`config.mk`:
```
export PLATFORM = sky130hd
export DESIGN_NAME = ysyx_25040111_wbu
export DESIGN_NICKNAME = d
export VERILOG_FILES = /design/src/rtl/ysyx_25040111_wbu_pkg.sv /design/src/rtl/ysyx_25040111_lsu_align.sv /design/src/rtl/ysyx_25040111_wbu.sv
export SDC_FILE = /design/constraint.sdc
export NUM_CORES = 1
export LEC_CHECK = 0
export ABC_AREA = 1
export CORE_ASPECT_RATIO = 0.8
export CORE_MARGIN = 5
export CORE_UTILIZATION = 49
export DETAILED_ROUTE_END_ITERATION = 10
export HOLD_SLACK_MARGIN = 0.1
export PLACE_DENSITY = 0.87
export SETUP_SLACK_MARGIN = 0.2
export SLEW_MARGIN = 30
export SYNTH_ARGS = -nofsm -noshare
export SYNTH_HDL_FRONTEND = slang
export SYNTH_SLANG_ARGS = --single-unit
```
`constraint.sdc`:
```
create_clock -name clock -period 2.9 [get_ports clock]
set_input_delay 0.435 -clock clock [delete_from_list [all_inputs] [get_ports clock]]
set_output_delay 0.435 -clock clock [all_outputs]
set_load 0.02 [all_outputs]
```
`src/rtl/ysyx_25040111_wbu_pkg.sv`:
```
// Shared encodings for the write-back unit: access sizes, FSM states and bus width.
package ysyx_25040111_wbu_pkg;

    localparam int BUS_W = 32;

    typedef enum logic [1:0] {
        SZ_NONE = 2'b00,
        SZ_B    = 2'b01,
        SZ_H    = 2'b10,
        SZ_W    = 2'b11
    } size_e;

    typedef enum logic [1:0] {
        IDLE = 2'b00,
        REQ  = 2'b01,
        WAIT = 2'b10,
        WB   = 2'b11
    } wbu_state_e;

endpackage

```
`src/rtl/ysyx_25040111_lsu_align.sv`:
```
// Combinational lane steering for the WBU: store replication/strobes, load shift/extension
// and the size-vs-address misalignment check.
module ysyx_25040111_lsu_align
    import ysyx_25040111_wbu_pkg::*;
(
    input  logic [1:0]       mask,
    input  logic [1:0]       addr_lo,
    input  logic             is_store,
    input  logic [BUS_W-1:0] st_data,
    output logic [BUS_W-1:0] lane_wdata,
    output logic [3:0]       lane_wstrb,
    input  logic [BUS_W-1:0] rdata,
    input  logic             rsign,
    output logic [BUS_W-1:0] ld_data,
    input  logic [1:0]       chk_mask,
    input  logic [1:0]       chk_addr_lo,
    output logic             misalign
);

    logic [BUS_W-1:0] shifted;

    always_comb begin
        lane_wdata = st_data;
        lane_wstrb = 4'hF;
        case (size_e'(mask))
            SZ_B: begin
                lane_wdata = {4{st_data[7:0]}};
                lane_wstrb = 4'b0001 << addr_lo;
            end
            SZ_H: begin
                lane_wdata = {2{st_data[15:0]}};
                lane_wstrb = 4'b0011 << addr_lo;
            end
            default: begin
                lane_wdata = st_data;
                lane_wstrb = 4'hF;
            end
        endcase
        // Loads never assert strobes; the bus returns the full word.
        if (!is_store) begin
            lane_wstrb = 4'h0;
        end
    end

    always_comb begin
        shifted = rdata >> {addr_lo, 3'b000};
        case (size_e'(mask))
            SZ_B:    ld_data = rsign ? {{24{shifted[7]}}, shifted[7:0]}
                                     : {24'h0, shifted[7:0]};
            SZ_H:    ld_data = rsign ? {{16{shifted[15]}}, shifted[15:0]}
                                     : {16'h0, shifted[15:0]};
            default: ld_data = shifted;
        endcase
    end

    always_comb begin
        misalign = ((size_e'(chk_mask) == SZ_H) && chk_addr_lo[0]) ||
                   ((size_e'(chk_mask) == SZ_W) && (chk_addr_lo != 2'b00));
    end

endmodule

```
`src/rtl/ysyx_25040111_wbu.sv`:
```
// Write-back unit: accepts one EXU transaction, performs its data-memory access if any,
// then writes GPR/CSR and pulses the retire/commit outputs for exactly one cycle.
module ysyx_25040111_wbu
    import ysyx_25040111_wbu_pkg::*;
#(
    parameter int unsigned TIMEOUT_CYC = 0
) (
    input  logic        clock,
    input  logic        reset,
    input  logic        abt_valid,
    output logic        abt_ready,
    input  logic        abt_men,
    input  logic [4:0]  abt_ard,
    input  logic [31:0] abt_rd,
    input  logic        abt_gen,
    input  logic [11:0] abt_acsr,
    input  logic [31:0] abt_csr,
    input  logic        abt_sen,
    input  logic        abt_write,
    input  logic [31:0] abt_wdata,
    input  logic [31:0] abt_addr,
    input  logic [1:0]  abt_mask,
    input  logic        abt_rsign,
    input  logic [31:0] abt_pc,
    output logic        abt_finish,
    output logic [4:0]  abt_frd,
    output logic        mem_req_valid,
    input  logic        mem_req_ready,
    output logic        mem_req_write,
    output logic [31:0] mem_req_addr,
    output logic [31:0] mem_req_wdata,
    output logic [3:0]  mem_req_wstrb,
    input  logic        mem_rsp_valid,
    input  logic [31:0] mem_rsp_rdata,
    input  logic        mem_rsp_err,
    output logic        gpr_wen,
    output logic [4:0]  gpr_waddr,
    output logic [31:0] gpr_wdata,
    output logic        csr_wen,
    output logic [11:0] csr_waddr,
    output logic [31:0] csr_wdata,
    output logic        commit_valid,
    output logic [31:0] commit_pc,
    output logic        exc_misalign,
    output logic        exc_buserr
);

    wbu_state_e state, state_n;

    logic        r_men, r_gen, r_sen, r_write, r_rsign;
    logic [4:0]  r_ard;
    logic [31:0] r_rd, r_csr, r_wdata, r_addr, r_pc, r_load;
    logic [11:0] r_acsr;
    logic [1:0]  r_mask;
    logic        f_misalign, f_buserr;
    logic [31:0] wait_cnt;

    logic [31:0] lane_wdata, ld_data;
    logic [3:0]  lane_wstrb;
    logic        in_misalign;
    logic        timeout_hit;

    ysyx_25040111_lsu_align u_align (
        .mask        (r_mask),
        .addr_lo     (r_addr[1:0]),
        .is_store    (r_write),
        .st_data     (r_wdata),
        .lane_wdata  (lane_wdata),
        .lane_wstrb  (lane_wstrb),
        .rdata       (mem_rsp_rdata),
        .rsign       (r_rsign),
        .ld_data     (ld_data),
        .chk_mask    (abt_mask),
        .chk_addr_lo (abt_addr[1:0]),
        .misalign    (in_misalign)
    );

    assign timeout_hit = (TIMEOUT_CYC != 0) && ((wait_cnt + 32'd1) == TIMEOUT_CYC);

    always_ff @(posedge clock or negedge reset) begin
        if (!reset) begin
            state <= IDLE;
        end else begin
            state <= state_n;
        end
    end

    always_comb begin
        state_n       = state;
        abt_ready     = 1'b0;
        mem_req_valid = 1'b0;
        mem_req_write = 1'b0;
        mem_req_addr  = 32'h0;
        mem_req_wdata = 32'h0;
        mem_req_wstrb = 4'h0;
        gpr_wen       = 1'b0;
        gpr_waddr     = 5'h0;
        gpr_wdata     = 32'h0;
        csr_wen       = 1'b0;
        csr_waddr     = 12'h0;
        csr_wdata     = 32'h0;
        abt_finish    = 1'b0;
        abt_frd       = 5'h0;
        commit_valid  = 1'b0;
        commit_pc     = 32'h0;
        exc_misalign  = 1'b0;
        exc_buserr    = 1'b0;
        case (state)
            IDLE: begin
                abt_ready = 1'b1;
                if (abt_valid) begin
                    state_n = (abt_men && !in_misalign) ? REQ : WB;
                end
            end
            REQ: begin
                mem_req_valid = 1'b1;
                mem_req_write = r_write;
                mem_req_addr  = {r_addr[31:2], 2'b00};
                mem_req_wdata = lane_wdata;
                mem_req_wstrb = lane_wstrb;
                if (mem_req_ready) begin
                    state_n = WAIT;
                end
            end
            WAIT: begin
                if (mem_rsp_valid || timeout_hit) begin
                    state_n = WB;
                end
            end
            WB: begin
                state_n      = IDLE;
                gpr_wen      = r_gen && (r_ard != 5'd0);
                gpr_waddr    = r_ard;
                gpr_wdata    = (r_men && !r_write) ? r_load : r_rd;
                csr_wen      = r_sen;
                csr_waddr    = r_acsr;
                csr_wdata    = r_csr;
                abt_finish   = 1'b1;
                abt_frd      = r_ard;
                commit_valid = 1'b1;
                commit_pc    = r_pc;
                exc_misalign = f_misalign;
                exc_buserr   = f_buserr;
            end
            default: state_n = IDLE;
        endcase
    end

    // Transaction fields are latched once at acceptance; r_load starts at 0 so misaligned
    // or faulted loads retire a zero without a separate path.
    always_ff @(posedge clock or negedge reset) begin
        if (!reset) begin
            r_men      <= 1'b0;
            r_gen      <= 1'b0;
            r_sen      <= 1'b0;
            r_write    <= 1'b0;
            r_rsign    <= 1'b0;
            r_ard      <= 5'h0;
            r_rd       <= 32'h0;
            r_acsr     <= 12'h0;
            r_csr      <= 32'h0;
            r_wdata    <= 32'h0;
            r_addr     <= 32'h0;
            r_mask     <= 2'b00;
            r_pc       <= 32'h0;
            r_load     <= 32'h0;
            f_misalign <= 1'b0;
            f_buserr   <= 1'b0;
            wait_cnt   <= 32'h0;
        end else begin
            case (state)
                IDLE: begin
                    if (abt_valid) begin
                        r_men      <= abt_men;
                        r_gen      <= abt_gen;
                        r_sen      <= abt_sen;
                        r_write    <= abt_write;
                        r_rsign    <= abt_rsign;
                        r_ard      <= abt_ard;
                        r_rd       <= abt_rd;
                        r_acsr     <= abt_acsr;
                        r_csr      <= abt_csr;
                        r_wdata    <= abt_wdata;
                        r_addr     <= abt_addr;
                        r_mask     <= abt_mask;
                        r_pc       <= abt_pc;
                        r_load     <= 32'h0;
                        f_misalign <= abt_men && in_misalign;
                        f_buserr   <= 1'b0;
                    end
                end
                REQ: begin
                    if (mem_req_ready) begin
                        wait_cnt <= 32'h0;
                    end
                end
                WAIT: begin
                    if (mem_rsp_valid) begin
                        r_load   <= mem_rsp_err ? 32'h0 : ld_data;
                        f_buserr <= mem_rsp_err;
                    end else if (timeout_hit) begin
                        f_buserr <= 1'b1;
                    end else begin
                        wait_cnt <= wait_cnt + 32'd1;
                    end
                end
                default: begin
                end
            endcase
        end
    end

endmodule
```
Word-level counts from Yosys, hierarchy flattened
Index checks and enable logic that the tools add are counted.

storage, ports and cells
  logic and storage cells = 81
  bits of input ports = 222
  output and inout port bits = 195
  register bits after elaboration = 220

operators by class
  eq/ne operators = 10
  shift-type cells = 3
  reduce and logical (&&, ||, !) cells = 16
  muxes and demuxes = 35

operator list
  operator               number
  $mux W32               11
  $pmux W32 S2           3
  $shr A32 B5 Y32        1
  $mux W12               1
  $eq A2 B2 Y1 const B   5
  $mux W1                10
  $mux W2                4
  $mux W4                2
  $pmux W2 S4            1
  $pmux W4 S2            1
  $logic_and A1 B1 Y1    6
  $ne A2 B2 Y1 const B   3
  $reduce_and A3 Y1      2
  $mux W5                1
  $reduce_bool A5 Y1     1
  $eq A2 B1 Y1 const B   2
  $reduce_bool A2 Y1     2
  $shl A1 B2 Y4 const A  1
  $shl A2 B2 Y4 const A  1
  $logic_not A1 Y1       2
  $logic_not A2 Y1       1
  $pmux W1 S2            1
  $reduce_and A2 Y1      1
  $logic_or A1 B1 Y1     1

Longest topological paths before layout
  depth in word-level cells = 8
  mapped depth = 10

Hierarchy
Synthesis repeated with hierarchy kept, for this count alone.

unflattened totals
  cell total of the unflattened synthesis = 1,736
  area total of the unflattened synthesis = 11,836.4 µm²

modules (own cells, without submodules)
  module                   seq. area each (µm²)  instances  area each (µm²)  cells each
  ysyx_25040111_wbu        5,505.3               1          10,442.5         1,467
  ysyx_25040111_lsu_align  0.0                   1          1,393.8          269

Worst setup path before layout
Ideal clock, no wire load.

  path kind = flip-flop to output port
  start point = register state[1]
  end point = output mem_req_wdata[10]
  path slack = 0.770 ns
  cell stages (with the launch flop) = 7
  path buffers = 2
  arrival = 1.695 ns
  data required time = 2.465 ns
  cells stage by stage = dfrtp_1 > inv_1 > ha_1 > buf_2 > clkbuf_1 > nand2_1 > a21oi_1

on the way
  longest elaborated chain between the ends = 2

ends and longest elaborated chain
  element                   line                      source
  start: declaration        ysyx_25040111_wbu.sv:48   wbu_state_e state, state_n;
  start signal: assignment  ysyx_25040111_wbu.sv:84   state <= state_n;
  $eq A2 B1 Y1              -
  $mux W32                  ysyx_25040111_wbu.sv:108  case (state)
  end: declaration          ysyx_25040111_wbu.sv:31   output logic [31:0] mem_req_wdata,

Every way passes these cells.

Final worst setup path
  start point = register state[1]
  end point = output mem_req_wdata[5]

Same word-level chain as after synthesis.

==> results.json <==
{
  "final_antenna_net_count": 0,
  "intPower_mw": 9.43,
  "drt_first_pass_iters": 7,
  "syn2layout_area_growth_pct": 47.0,
  "critPathCaptureType": "output port",
  "hold_viol_final": 0,
  "die_h_um": 145,
  "mostFrequentLayoutCell": "nand2_1",
  "grt_max_degree": 108,
  "crit_start": "state[1]",
  "p_comb_share_pct": 49.8,
  "antenna_found_initial": 8,
  "crit_slowest_cell": "clkdlybuf4s50_1",
  "ir_worst_vdd_mv": 0.571,
  "drive_above_1_share_pct": 5.54,
  "tightest_slew_ns": 0.709,
  "yosysUniqueCellTypes": 28,
  "cp_top_family": "buffers and inverters",
  "clock_latency_ns": 0.51,
  "grt_pass1_vias": 11300,
  "min_from": "abt_pc[22]",
  "cts_buffers": 23,
  "yosys_warnings": 0,
  "syn-cell-area_sq_um": 11200,
  "cts.sinks": 220,
  "cp.buffers_inverters": 4,
  "leakage_nw": 10.4,
  "drc": 0,
  "worstSetupPathType": "register to output port",
  "fin_crit_sh_pct": 91.9,
  "layout.nets": 2180,
  "place_hpwl_mm": 27.3,
  "finish.utilization_pct": 73.1,
  "rsz0062_at_grt": "yes",
  "skew_ns": 0.0221,
  "seqPwrFrac_pct": 31.5,
  "place_inst": 2223,
  "final_cell_mix": "nand2_1 (792), clkdlybuf4s50_1 (253), dfrtp_1 (218), inv_1 (178), o21ai_0 (87)",
  "required_ns": 2.47,
  "port_buffers": 414,
  "power.total_mw": 16.9,
  "hold_ws_ns": 0.454,
  "stdcell_count": 2279,
  "cp_max_fo": 8,
  "status": "completed",
  "design.portCount": 417,
  "fp.coreArea_sq_um": 22400,
  "synthCells": 1578,
  "rr_startpoint": "state[1]",
  "routed-via-count": 11400,
  "worstPathCellList": "inv_1, ha_4, buf_4, nand2_1, inv_1, clkdlybuf4s50_1",
  "cp_data_arrival_time_ns": 2.23,
  "clockBufferDepth": 3,
  "setup_viol": 0,
  "die_w_um": 179,
  "via_per_inst": 5.02,
  "tns_ns": 0,
  "root_buffer": "clkbuf_16",
  "cp-start-kind": "register",
  "grtUsageTotal_pct": 28.3,
  "p_sw_mw": 7.43,
  "period_needed_ns": 2.66,
  "num_rows": 49,
  "pwr-share-clk_pct": 18.6,
  "slowest_delay_ns": 0.61,
  "initial_core_util_pct": 49.7,
  "cts_tree": "built",
  "h-tree-depth": 1,
  "overflow": 0,
  "p_per_area_nw_per_um2": 1030,
  "fillCellCount": 1712,
  "hold_class": "input pin to register",
  "max_freq_mhz": 375,
  "grt_pass1_wl_mm": 59.5,
  "routabilityCongestion": 0.890,
  "clk_pin_slew_ns": 0.07,
  "drv_cap": 0,
  "ys_seq_elements": 220,
  "switching_share_pct": 44.1,
  "drt-initial-drc-count": 803,
  "finalWirelength_mm": 38.6,
  "cp_common_cell": "inv_1",
  "max_slew_margin_pct": 52.8,
  "avgSynthCellArea_sq_um": 7.07,
  "slew_viol_final": 0,
  "avgRoutedWirePerCell_um": 17.0,
  "die-area_sq_um": 25900,
  "yosysSeqAreaShare_pct": 49.3
}
==> worst paths after layout <==
| kind | depth (start not counted) | end | slack (ns) |
|---|---|---|---|
| worst max-delay path | 6 | mem_req_wdata[5] | 0.24 |
| worst min register to register | 2 | r_rd[11] | 0.48 |
| max in group asynchronous | 3 | r_rd[4] | 1.52 |
| worst min-delay path | 3 | r_pc[22] | 0.45 |
| min in group asynchronous | 2 | r_rd[8] | 0.56 |
| worst max register to register | 9 | r_load[7] | 0.92 |
==> registers in the layout (all words and copies together) (netlist names) <==
| name | flops |
|---|---|
| r_csr | 32 |
| state | 2 |
| r_men | 1 |
| r_rd | 32 |
| r_pc | 32 |
| r_mask | 2 |
| r_addr | 32 |
| r_sen | 1 |
| r_write | 1 |
| r_load | 32 |
| r_rsign | 1 |
| f_misalign | 1 |
| r_ard | 5 |
| f_buserr | 1 |
| r_gen | 1 |
| r_wdata | 32 |
| r_acsr | 12 |
==> logic make-up (layout without fill, tap and decap cells) <==
logic type | count (synthesis) | in the layout | share of synthesized area, %
compound gates | 152 | 152 | 7.19
fa+ha+maj | 6 | 6 | 0.673
buf+inv | 285 | 674 | 11.1
flops | 220 | 220 | 49.3
other cells | 1 | 7 | 0.0336
simple gates | 914 | 914 | 31.7
==> power groups by stage <==
stage / Clock, mW / Combinational, mW / Sequential [mW]
floorplan: 0 / 5.45 / 5.00
global route: 3.32 / 9.26 / 5.45
detailed placement: 0 / 8.49 / 5.28
finish: 3.14 / 8.40 / 5.32
global placement: 0 / 8.27 / 5.25
CTS: 3.19 / 8.42 / 5.28
==> stage by stage <==
step,area [sq um],setup WS (ns)
2_1_floorplan,11200,0.770
3_3_place_gp,15400,0.464
3_5_place_dp,15400,0.405
4_1_cts,16300,0.161
5_1_grt,16400,0.178
6_report,16400,0.236
==> Yosys cell counts (all sizes together) <==
master,n,area share [%]
nand2,795,27
dfrtp,220,49
inv,187,6.3
o21ai,95,4.4
nor2,75,2.6
buf,71,3.8
nand3,42,2.1
a21oi,41,1.8
clkbuf,27,0.94
o211ai,8,0.54
o22ai,8,0.45
ha,6,0.67
conb,1,0.034
nand4,1,0.11
nor3,1,0.045
==> cell type report <==
| cell class | instances | area, sq um | share of cell area, % |
|---|---|---|---|
| Sequential cell | 220 | 5510 | 33.6 |
| Multi-Input combinational cell | 1074 | 4460 | 27.2 |
| Tap cell | 306 | 383 | 2.33 |
| Inverter | 187 | 717 | 4.37 |
| Timing Repair Buffer | 446 | 4520 | 27.5 |
| Clock buffer | 34 | 697 | 4.25 |
| Clock inverter | 7 | 114 | 0.694 |
| Antenna cell | 5 | 12.5 | 0.0762 |
==> repair_timing <==
item,4_1_cts,5_1_grt
buffers inserted,9,0
setup endpoints to repair,175,112
pin swaps,1,0
endpoints found under the hold margin,81,0
hold buffers,1,0
resized for setup,105,100
==> worst register-to-register path: cells and delay by family (launching register included) <==
kind                       cells  cell delay [ns]
DFF                            1             0.44
and+or+nand+nor                3             0.49
adders and majority gates      1             0.34
buffers and inverters          3             0.37
AOI/OAI and AO/OA              2             0.20
==> layer usage <==
layer	GRT usage, %	share of wire [%]	vias up
li1	-	-	5458
met1	35.4	38	5369
met2	47.1	48	511
met3	7.72	9.4	99
met4	10.8	3.9	6
met5	0	0.091	-
Note: power is estimated with default switching activity, not from simulation.
